<file path="config.mk">
export PLATFORM = sky130hd
export DESIGN_NAME = meta_bcast_fork
export DESIGN_NICKNAME = d
export VERILOG_FILES = /design/src/rtl/vlsu_pkg.sv /design/src/rtl/meta_bcast_fifo.sv /design/src/rtl/meta_bcast_fork.sv
export SDC_FILE = /design/constraint.sdc
export NUM_CORES = 1
export LEC_CHECK = 0
export BUFFER_PORTS_ARGS = -buffer_cell sky130_fd_sc_hd__buf_2
export CAP_MARGIN = 10
export CORE_MARGIN = 3
export CORE_UTILIZATION = 44
export CTS_CLUSTER_SIZE = 28
export DETAILED_ROUTE_END_ITERATION = 10
export GPL_TIMING_DRIVEN = 0
export PLACE_DENSITY = 0.74
export SLEW_MARGIN = 15
export SYNTH_ARGS = -nofsm -noshare
export SYNTH_HDL_FRONTEND = slang
export SYNTH_SLANG_ARGS = --single-unit
</file>
<file path="constraint.sdc">
create_clock -name clk_i -period 2.1 [get_ports clk_i]
set_input_delay 0.315 -clock clk_i [delete_from_list [all_inputs] [get_ports clk_i]]
set_output_delay 0.315 -clock clk_i [all_outputs]
set_load 0.03 [all_outputs]
</file>
<file path="src/rtl/vlsu_pkg.sv">
// Shared VLSU meta-path types and the default sizing of the meta broadcast fork.
package vlsu_pkg;

    typedef struct packed {
        logic [2:0] eew;
        logic [4:0] vreg;
        logic [7:0] vl;
    } meta_glb_t;

    localparam int unsigned MetaNumOut = 2;
    localparam int unsigned MetaDepth  = 2;

endpackage

</file>
<file path="src/rtl/meta_bcast_fifo.sv">
// Single-consumer FIFO of the meta broadcast fork; DEPTH need not be a power of two.
module meta_bcast_fifo
    import vlsu_pkg::*;
#(
    parameter type         meta_glb_t = logic,
    parameter int unsigned DEPTH      = MetaDepth
) (
    input  logic                       clk_i,
    input  logic                       rst_ni,
    input  logic                       flush_i,
    input  logic                       push_i,
    input  meta_glb_t                  data_i,
    input  logic                       pop_i,
    output meta_glb_t                  data_o,
    output logic                       full_o,
    output logic                       empty_o,
    output logic [$clog2(DEPTH+1)-1:0] cnt_o
);

    localparam int unsigned     CntW    = $clog2(DEPTH + 1);
    localparam int unsigned     PtrW    = (DEPTH > 1) ? $clog2(DEPTH) : 1;
    localparam logic [PtrW-1:0] LastPtr = PtrW'(DEPTH - 1);
    localparam logic [CntW-1:0] FullCnt = CntW'(DEPTH);

    meta_glb_t       mem [DEPTH];
    logic [PtrW-1:0] wptr_q;
    logic [PtrW-1:0] rptr_q;
    logic [CntW-1:0] cnt_q;
    logic            do_push;
    logic            do_pop;

    assign full_o  = (cnt_q == FullCnt);
    assign empty_o = (cnt_q == '0);
    assign cnt_o   = cnt_q;
    assign data_o  = mem[rptr_q];

    // Flush overrides any push or pop arriving in the same cycle.
    assign do_push = push_i && !full_o && !flush_i;
    assign do_pop  = pop_i && !empty_o && !flush_i;

    always_ff @(posedge clk_i) begin
        if (!rst_ni || flush_i) begin
            wptr_q <= '0;
            rptr_q <= '0;
            cnt_q  <= '0;
        end else begin
            if (do_push) begin
                wptr_q <= (wptr_q == LastPtr) ? '0 : wptr_q + 1'b1;
            end
            if (do_pop) begin
                rptr_q <= (rptr_q == LastPtr) ? '0 : rptr_q + 1'b1;
            end
            case ({do_push, do_pop})
                2'b10:   cnt_q <= cnt_q + 1'b1;
                2'b01:   cnt_q <= cnt_q - 1'b1;
                default: cnt_q <= cnt_q;
            endcase
        end
    end

    // Storage carries no reset; occupancy alone decides what is visible.
    always_ff @(posedge clk_i) begin
        if (do_push) begin
            mem[wptr_q] <= data_i;
        end
    end

    a_cnt_bound: assert property (@(posedge clk_i) disable iff (!rst_ni)
        cnt_q <= FullCnt);

    a_head_hold: assert property (@(posedge clk_i) disable iff (!rst_ni || flush_i)
        (!empty_o && !pop_i) |=> (!empty_o && $stable(data_o)));

endmodule

</file>
<file path="src/rtl/meta_bcast_fork.sv">
// Buffered N-way broadcast of VLSU global meta info; each consumer drains its own FIFO.
module meta_bcast_fork
    import vlsu_pkg::*;
#(
    parameter type         meta_glb_t = logic,
    parameter int unsigned NUM_OUT    = MetaNumOut,
    parameter int unsigned DEPTH      = MetaDepth
) (
    input  logic                                    clk_i,
    input  logic                                    rst_ni,
    input  logic                                    flush_i,
    input  logic                                    meta_valid_i,
    output logic                                    meta_ready_o,
    input  meta_glb_t                               meta_i,
    input  logic [NUM_OUT-1:0]                      dest_mask_i,
    output logic [NUM_OUT-1:0]                      out_valid_o,
    input  logic [NUM_OUT-1:0]                      out_ready_i,
    output meta_glb_t [NUM_OUT-1:0]                 out_o,
    output logic [NUM_OUT-1:0][$clog2(DEPTH+1)-1:0] out_cnt_o
);

    localparam int unsigned CntW = $clog2(DEPTH + 1);

    logic [NUM_OUT-1:0]           full;
    logic [NUM_OUT-1:0]           empty;
    logic [NUM_OUT-1:0]           push;
    logic [NUM_OUT-1:0]           pop;
    logic [NUM_OUT-1:0][CntW-1:0] cnt;
    logic                         fire;

    // Only targeted outputs can block; a pop in this cycle gives no credit.
    always_comb begin
        meta_ready_o = 1'b1;
        for (int k = 0; k < NUM_OUT; k++) begin
            if (dest_mask_i[k] && full[k]) begin
                meta_ready_o = 1'b0;
            end
        end
    end

    assign fire        = meta_valid_i && meta_ready_o;
    assign push        = {NUM_OUT{fire}} & dest_mask_i;
    assign out_valid_o = ~empty;
    assign pop         = out_valid_o & out_ready_i;
    assign out_cnt_o   = cnt;

    for (genvar k = 0; k < NUM_OUT; k++) begin : g_out
        meta_bcast_fifo #(
            .meta_glb_t (meta_glb_t),
            .DEPTH      (DEPTH)
        ) u_fifo (
            .clk_i   (clk_i),
            .rst_ni  (rst_ni),
            .flush_i (flush_i),
            .push_i  (push[k]),
            .data_i  (meta_i),
            .pop_i   (pop[k]),
            .data_o  (out_o[k]),
            .full_o  (full[k]),
            .empty_o (empty[k]),
            .cnt_o   (cnt[k])
        );
    end

    a_in_hold: assert property (@(posedge clk_i) disable iff (!rst_ni)
        (meta_valid_i && !meta_ready_o) |=>
            (!meta_valid_i || ($stable(meta_i) && $stable(dest_mask_i))));

endmodule

</file>
# Yosys cells after proc, flatten, opt, wreduce, memory -nomap -nowiden
# Memories as Yosys holds them, arrays and structs flattened. A register that Yosys moved wholly into a read port is not among the register bits.
# Cells that the tools add are included.
[totals] regBits=8 latch_bits=0 mem_bits_rw=4 romBits=0 input_bits=9 out_inout_bits=9 elab_cells=63 memories=2
[memory_table] name="g_out[0].u_fifo.mem" depth=2 word_bits=1 read_ports=1 rd_clocked_by_memory_dff=1 write_ports=1 line_no="meta_bcast_fifo.sv:25" source="meta_glb_t mem [DEPTH];"
[memory_table] name="g_out[1].u_fifo.mem" depth=2 word_bits=1 read_ports=1 rd_clocked_by_memory_dff=1 write_ports=1 line_no="meta_bcast_fifo.sv:25"
[classes] addsub=8 n_mul=0 div_mod_pow=0 order_cmp=0 eq_ne=6 n_shift=0 mux=16 bitwise_logic=3 reduce_logical=22
[ops] operator="1-bit two-way mux" count=14
[ops] operator="1-bit logical AND" count=11
[ops] operator="2-bit == test, second input constant" count=4
[ops] operator="2-bit case mux with 2 select lines" count=2
[ops] operator="1-bit zero test" count=6
[ops] operator="1-bit adder, second input constant" count=4
[ops] operator="2-bit by 1-bit adder with 2-bit output, second input constant" count=2
[ops] operator="2-bit bitwise AND" count=2
[ops] operator="2-bit by 1-bit == test with 1-bit output, second input constant" count=2
[ops] operator="2-bit zero test" count=2
[ops] operator="2-bit nonzero test" count=2
[ops] operator="2-bit by 1-bit subtractor with 2-bit output, second input constant" count=2
[ops] operator="2-bit NOT" count=1
[ops] operator="1-bit logical OR" count=1

# Longest topological paths before layout
# Gate-level depths: netlist of the first run.
[depth] word_depth=10 ltp_mapped=7

# By module
# A second synthesis of the first run with hierarchy kept.
[unflattened] hier_cells=73 area_unflattened_um2=658.1
[modules_own_cells] module="meta_bcast_fifo" instances=2 cells_each=32 area_each_um2=301.5
[modules_own_cells] module="meta_bcast_fork" instances=1 cells_each=9 area_each_um2=55.1

# Least setup slack after synthesis of the first run
# OpenSTA, ideal clock, no wires.
[synth_timing] kind="register to register" startpoint="register g_out[1].u_fifo.cnt_q[0]" endpoint="register g_out[0].u_fifo.cnt_q[1]" setup_time_ns=0.070 arrival_ns=2.167 path_slack_ns=-0.137 stages_incl_launch_ff=7 path_cell_list="dfxtp_1 -> nor2b_1 -> a221o_1 -> or2_2 -> ha_1 -> or3_1 -> a21oi_1"
[synth_between] elab_chain_len=9 word_cells_on_any_way=11 classes_between="eq/ne: 3; mux: 2; bitwise: 1; reduce/logical: 5"
[synth_lines] item="start, declared" line_no="meta_bcast_fifo.sv:28" source="logic [CntW-1:0] cnt_q;"
[synth_lines] item="start signal, assigned" line_no="meta_bcast_fifo.sv:54" source="2'b10: cnt_q <= cnt_q + 1'b1;"
[synth_lines] item="start signal, assigned" line_no="meta_bcast_fifo.sv:55" source="2'b01: cnt_q <= cnt_q - 1'b1;"
[synth_lines] item="start signal, assigned" line_no="meta_bcast_fifo.sv:56" source="default: cnt_q <= cnt_q;"
[synth_lines] item="2-bit == test (*)" line_no="meta_bcast_fifo.sv:32" source="assign full_o = (cnt_q == FullCnt);"
[synth_lines] item="1-bit logical AND (*)" line_no="meta_bcast_fork.sv:35" source="if (dest_mask_i[k] && full[k]) begin"
[synth_lines] item="1-bit two-way mux (*)" line_no="meta_bcast_fork.sv:35"
[synth_lines] item="1-bit logical AND (*)" line_no="meta_bcast_fork.sv:41" source="assign fire = meta_valid_i && meta_ready_o;"
[synth_lines] item="2-bit bitwise AND (*)" line_no="meta_bcast_fork.sv:42" source="assign push = {NUM_OUT{fire}} & dest_mask_i;"
[synth_lines] item="1-bit logical AND (*) (2 in series)" line_no="meta_bcast_fifo.sv:38" source="assign do_push = push_i && !full_o && !flush_i;"
[synth_lines] item="2-bit by 1-bit == test with 1-bit output / 2-bit == test (equally long branches)" line_no="meta_bcast_fifo.sv:53" source="case ({do_push, do_pop})"
[synth_lines] item="2-bit case mux with 2 select lines / 2-bit nonzero test (equally long branches)"
[synth_lines] item="end signal, assigned" line_no="meta_bcast_fifo.sv:54"
[synth_lines] item="end signal, assigned" line_no="meta_bcast_fifo.sv:55"
[synth_lines] item="end signal, assigned" line_no="meta_bcast_fifo.sv:56"
[synth_lines] item="end, declared" line_no="meta_bcast_fifo.sv:28"
# Every way passes the cells marked *; elsewhere a longest branch is shown, timed or not.
# A chain may end at the register's enable or synchronous reset.

# Worst setup path in the final report of the first run
[layout_timing] startpoint="register g_out[0].u_fifo.cnt_q[0]" endpoint="register g_out[1].u_fifo.cnt_q[1]"
[layout_between] elab_chain_len=10 word_cells_on_any_way=12 classes_between="eq/ne: 3; mux: 3; bitwise: 1; reduce/logical: 5"
[layout_lines] item="2-bit == test (*)" line_no="meta_bcast_fifo.sv:32"
[layout_lines] item="1-bit logical AND (*)" line_no="meta_bcast_fork.sv:35"
[layout_lines] item="1-bit two-way mux (*) (2 in series)" line_no="meta_bcast_fork.sv:35"
[layout_lines] item="1-bit logical AND (*)" line_no="meta_bcast_fork.sv:41"
[layout_lines] item="2-bit bitwise AND (*)" line_no="meta_bcast_fork.sv:42"
[layout_lines] item="1-bit logical AND (*) (2 in series)" line_no="meta_bcast_fifo.sv:38"
[layout_lines] item="2-bit by 1-bit == test with 1-bit output / 2-bit == test (equally long branches)" line_no="meta_bcast_fifo.sv:53"
[layout_lines] item="2-bit case mux with 2 select lines / 2-bit nonzero test (equally long branches)"
# Marks and branches as above.

==> results_dict.tcl, run 1 <==
set metrics [dict create \
    drt_iter0_drc 11 \
    num_rows 13 \
    fin_skew_ns 0.004539 \
    wl_per_cell_microns 10.00 \
    grt_setup_unrepaired "false" \
    fillers 107 \
    cts.sinks 14 \
    status "complete, no violations" \
    synth_compound_area_frac 0.08729 \
    postSynthAreaPerCell_sq_um 9.842 \
    worst_slew_pin_slew_ns 0.4293 \
    placedInstanceArea_sq_um 765.7 \
    yosys.area.top_type "dfxtp_1" \
    syn_area_sq_um 659.4 \
    nNetsFinal 101 \
    fin_setup_tns_ns 0 \
    relSlewSlack 0.7138 \
    path_max_fanout 7 \
    startpoint "g_out[0].u_fifo.cnt_o[0]" \
    drive_gt1_frac 0.4045 \
    wl_mm 1.040 \
    synth.area.mux_share 0.04934 \
    synth_area_leaders "dfxtp_1 30%, edfxtp_1 18%, nor2_1 5.7%" \
    num_io_pins 18 \
    endpoint "g_out[1].u_fifo.cnt_o[1]" \
    design_area_sq_um 834.6 \
    crit_path_start_kind "register" \
    cap_violations 0 \
    grt_use_met1 0.1704 \
    ys_seq_area_frac 0.4858 \
    path_class "register to register" \
    insertion_delay_ns 0.28 \
    fp.dieArea_sq_um 1999 \
    ys.flop_type "dfxtp_1" \
    grt_max_degree 10 \
    synth-simple-area-share 0.2201 \
    min_period_ns 1.984 \
    antenna_found_initial 0 \
    cts_tree "yes" \
    syn_inst 67 \
    synth-xor-area-share 0.07970 \
    core_area_sq_um 1350 \
    r2r_cells 6 \
    htree_num_levels 1 \
    vias_per_cell 5.087 \
    dp_slack_ns 0.02447 \
    die_h_microns 44.71 \
    clkTransAtPathRegs_ns 0.09 \
    netlist.area_leader.share 0.3036 \
    grt_usage 0.1292 \
    vias 529 \
    ant_nets 0 \
    rrSetupSlack_ns 0.12 \
    synth_nets 78 \
    finalMaxSlewViolations 0 \
    gp_congestion 0.7411 \
    die_x_microns 44.71 \
    hold_violations 0 \
    ys_warn_count 0 \
    drc 0 \
    crit-reg2reg-launch "g_out[0].u_fifo.cnt_o[0]" \
    async_reset_ff_frac 0 \
    synth_top_family_by_area "simple AND/OR/NAND/NOR gates" \
    seqCellArea_sq_um 326.6 \
    p_leak_nw 0.3443 \
    io_buffers 17 \
    grt_pass1_wl_mm 1.863 \
    synth_fa_ha_area_frac 0.03795 \
    start_util 0.4884 \
    hold_class "primary input to register" \
    overflow 0 \
    numCtsBuffers 3 \
    area_delta_synth_final_pct 26.57 \
    end_kind "register" \
    fin_crit_sh 0.9447 \
    grt-busiest-layer "met2" \
    worst_slack_ns 0.1162 \
    r2r_end "g_out[1].u_fifo.cnt_o[1]" \
    grt_util_met2 0.1891 \
    worstPathArrival_ns 2.19 \
    ys_types 25 \
    cts_root_buffer "clkbuf_4" \
    worst_ir_drop_vdd_mv 0.4184 \
    grtUsageMet3 0.03586 \
    multi_input_area_sq_um 344.1 \
    num_antenna_cells 0 \
    clock_path_buffers 2 \
    setup_viol 0 \
    synth_edf_count 4 \
    dp_hpwl_microns 753.4 \
    ys_ff_latch 14 \
    critPathRequiredTime_ns 2.31 \
    max_freq_mhz 504.1 \
    cellPowerDensity_nw_per_um2 593.0 \
    dr.pass1.iters 4 \
    grt_pass1_vias 461 \
]
where the power goes:
group | internal, mW | switching (mW)
sequential | 0.281 | 0.00372
combinational | 0.0240 | 0.0277
clock | 0.0690 | 0.0894
timing repair:
action | CTS | global route
setup buffers | 0 | 1
gates resized for setup | 0 | 6
hold buffers | 0 | 0
endpoints found under the setup margin | 0 | 2
metrics by stage:
stage | power, mW | hold WS, ns | util | std cells
floorplan | 0.3228 | 0.4139 | - | 67
global placement | 0.3391 | 0.4638 | 0.5672 | 99
detailed placement | 0.3401 | 0.4737 | 0.5672 | 99
CTS | 0.4950 | 0.2446 | 0.5867 | 103
global route | 0.5174 | 0.2460 | 0.6182 | 104
finish | 0.4949 | 0.2418 | 0.6182 | 104
worst min-delay path by stage:
stage	cells past startpoint	to	startpoint
floorplan	0	g_out[0].u_fifo.mem[0]	meta_i
global placement	2	g_out[0].u_fifo.wptr_q	g_out[0].u_fifo.wptr_q
detailed placement	2	g_out[0].u_fifo.wptr_q	g_out[0].u_fifo.wptr_q
CTS	1	g_out[1].u_fifo.mem[0]	meta_i
global route	1	g_out[1].u_fifo.mem[0]	meta_i
finish	1	g_out[0].u_fifo.mem[0]	meta_i
layer usage:
layer  vias up  part of all wire  wire length, microns
li1        275                 -                     -
met1       237              0.50                   524
met5         -                 0                     0
met3         2             0.064                    67
met2        15              0.42                   432
met4         0             0.013                    14
cell type report:
cell class,instances,area share
Multi-Input combinational cell,48,0.4123
Sequential cell,14,0.3913
Timing Repair Buffer,18,0.1109
Clock buffer,3,0.02699
Buffer,3,0.02249
Tap cell,15,0.02249
Inverter,2,0.008996
Clock inverter,1,0.004498
cells in the mapped netlist, drive strengths merged (2+ instances only):
cell type / number
or2: 3
inv: 2
xnor2: 2
o21ai: 4
nor2: 10
nor2b: 2
mux2: 2
or4: 2
buf: 2
or3: 2
xor2: 4
edfxtp: 4
a21oi: 4
nand2: 3
ha: 2
dfxtp: 10
nand2b: 2
cell families after synthesis:
kind of cell,after synthesis
buffers and inverters,5
adder cells (fa/ha/maj),2
multiplexers,3
XOR/XNOR,6
AND/OR/NAND/NOR,27
AO/OA/AOI/OAI,10
flip-flops,14
layout by cell type (no fill, tap or decap), types with 2 or more instances in the layout:
cell	instances
dfxtp_2	2
or3_1	2
xnor2_1	2
clkbuf_4	3
o21ai_0	4
a21oi_1	3
ha_4	2
buf_2	17
mux2_2	2
nor2_1	10
edfxtp_1	4
inv_1	2
or2_2	3
dfxtp_1	7
buf_4	3
nand2b_1	2
nand2_1	3
xor2_1	4
worst max-delay path, stage by stage (launching register included):
cell,delay [ns]
dfxtp_4,0.39
and3b_1,0.21
or4_4,0.55
ha_4,0.18
xnor2_1,0.12
or3_1,0.31
a21oi_1,0.14
Power figures use the tool's default switching activity.
==> inputs of run 2 (changes only) <==
- REMOVE_ABC_BUFFERS: not set -> 1
==> run 2 against run 1 <==
Net effect:
- via count rose by 2.8%
- wire length rose by 25%
- clock-buffer cell count stayed put
- critical path depth increased by 1
- critical path type unchanged
- largest cell class unchanged
- largest power group unchanged
==> results_dict.tcl, run 2 (synthesis results as in run 1) <==
set metrics [dict create \
    dr.pass1.iters 4 \
    fillers 134 \
    path_max_fanout 6 \
    multi_input_area_sq_um 340.3 \
    mostFrequentLayoutCell "buf_2" \
    whs_path_depth 1 \
    gp_congestion 0.7389 \
    overflow 0 \
    setup_viol 0 \
    p_seq_frac 0.576 \
    crit_path_start_kind "register" \
    status "complete, no violations" \
    dp_hpwl_microns 878.3 \
    drc 0 \
    insertion_delay_ns 0.27 \
    nNetsFinal 99 \
    r2r_cells 7 \
    numCtsBuffers 3 \
    slowest_delay_ns 0.37 \
    dp_slack_ns -0.03286 \
    end_kind "register" \
    num_antenna_cells 0 \
    fin_cells 102 \
    placedInstanceArea_sq_um 744.5 \
    pwr-share-clk 0.318 \
    hold_class "primary input to register" \
    wl_mm 1.295 \
    crit-reg2reg-launch "g_out[1].u_fifo.cnt_o[1]" \
    fin_skew_ns 0.001506 \
    hold_violations 0 \
    p_sw_frac 0.2445 \
    design_area_sq_um 819.5 \
    p_leak_nw 0.3380 \
    rrSetupSlack_ns 0.07 \
    cts.sinks 14 \
    wl_per_cell_microns 12.70 \
    area_delta_synth_final_pct 24.29 \
    critPathRequiredTime_ns 2.31 \
    start_util 0.4884 \
    seqCellArea_sq_um 326.6 \
    fin_crit_sh 0.9668 \
    clock_path_buffers 2 \
    min_from "meta_i" \
    slowest_stage "a221o_1" \
    path_class "register to register" \
    worst_slack_ns 0.06980 \
    fp.dieArea_sq_um 1999 \
    post-route-util 0.6070 \
    cell_internal_pwr_mw 0.3736 \
    worst_ir_drop_vdd_mv 0.3454 \
    core_area_sq_um 1350 \
    max_freq_mhz 492.6 \
    crit_chain "nor2b_2 -> a221o_1 -> or2_2 -> ha_4 -> xnor2_1 -> or3_1 -> a21oi_1" \
    drive_gt1_frac 0.3908 \
    worstPathBufferInverterCount 0 \
    min_period_ns 2.030 \
    ant_nets 0 \
    relSlewSlack 0.7603 \
    worst_slew_pin_slew_ns 0.3595 \
    ctsHoldBuffers 0 \
    r2r_end "g_out[0].u_fifo.cnt_o[1]" \
    p_comb_frac 0.105 \
    min_to "g_out[0].u_fifo.mem[1]" \
    clkTransAtPathRegs_ns 0.09 \
    vias_per_cell 5.333 \
    grt_pass1_wl_mm 1.932 \
    drt_iter0_drc 6 \
    grt_max_degree 10 \
    die_h_microns 44.71 \
    power_switching_mw 0.1209 \
    cts_tree "yes" \
    dp.cells 96 \
    grt_pass1_vias 477 \
    cap_violations 0 \
    vias 544 \
    die_x_microns 44.71 \
    layout_common_cells "17 x buf_2, 10 x nor2_1, 7 x dfxtp_1" \
    fin_total_pwr_mw 0.4945 \
    num_rows 13 \
    cts_root_buffer "clkbuf_4" \
    antenna_found_initial 0 \
    num_io_pins 18 \
    io_buffers 17 \
    cellPowerDensity_nw_per_um2 603.4 \
    finalMaxSlewViolations 0 \
    htree_num_levels 1 \
    grt_usage 0.1295 \
    cp_top_family "simple AND/OR/NAND/NOR gates" \
    worstPathArrival_ns 2.24 \
]
## run 2: changes by cell type in the layout (fill, tap and decap cells not counted)
cell	change
a21oi_2	-1
clkbuf_1	-1
buf_4	-1
a21oi_1	+1
## run 2: power by group through the flow
| stage | clock network [mW] | logic (mW) | registers (mW) |
|---|---|---|---|
| 6_report | 0.157 | 0.0521 | 0.285 |
| 5_1_grt | 0.173 | 0.0571 | 0.286 |
| 4_1_cts | 0.159 | 0.0469 | 0.286 |
| 3_5_place_dp | 0 | 0.0468 | 0.292 |
| 3_3_place_gp | 0 | 0.0454 | 0.292 |
| 2_1_floorplan | 0 | 0.0270 | 0.294 |
## run 2: what timing repair did
action / 4_1_cts / 5_1_grt
gates cloned: 0 / 0
setup endpoints to repair: 2 / 2
buffers inserted: 0 / 2
gates resized for setup: 2 / 5
pin swaps: 1 / 1
## run 2: worst max-delay path by stage
stage,startpoint,end,slack (ns),cells past startpoint
2_1_floorplan,g_out[1].u_fifo.cnt_o[0],g_out[0].u_fifo.cnt_o[1],-0.14,6
3_3_place_gp,g_out[0].u_fifo.cnt_o[0],g_out[1].u_fifo.cnt_o[1],0.002,5
3_5_place_dp,g_out[0].u_fifo.cnt_o[0],g_out[1].u_fifo.cnt_o[1],-0.03,5
4_1_cts,g_out[0].u_fifo.cnt_o[0],g_out[1].u_fifo.cnt_o[1],0.01,5
5_1_grt,g_out[1].u_fifo.cnt_o[1],g_out[0].u_fifo.cnt_o[1],-0.007,7
6_report,g_out[1].u_fifo.cnt_o[1],g_out[0].u_fifo.cnt_o[1],0.07,7
## run 2: layer usage
layer | global-route usage | vias up | part of all wire
met1 | 0.1609 | 255 | 0.42
li1 | - | 272 | -
met5 | 0 | - | 0
met2 | 0.2149 | 17 | 0.52
met4 | 0.03614 | 0 | 0
met3 | 0.03984 | 0 | 0.059
## run 2: worst reg2reg max path, cell delays in order (launching register included)
cell and delay, ns:
dfxtp_2 0.35, nor2b_2 0.18, a221o_1 0.37, or2_2 0.32
ha_4 0.17, xnor2_1 0.13, or3_1 0.31, a21oi_1 0.13
## run 2: layout make-up
class,count,area share
timing repair buffer,19,0.1221
sequential,14,0.3985
clock buffer,3,0.02748
clock inverter,1,0.004580
multi-input combinational,48,0.4153
inverter,2,0.009160
tap,15,0.02290
## run 2: metrics by stage
step | setup TNS (ns) | hold slack, ns
after detailed placement | -0.06343 | 0.4846
after CTS | 0 | 0.2532
after floorplan | -0.2569 | 0.4139
final | 0 | 0.2526
after global routing | -0.007039 | 0.2535
after global placement | 0 | 0.4643
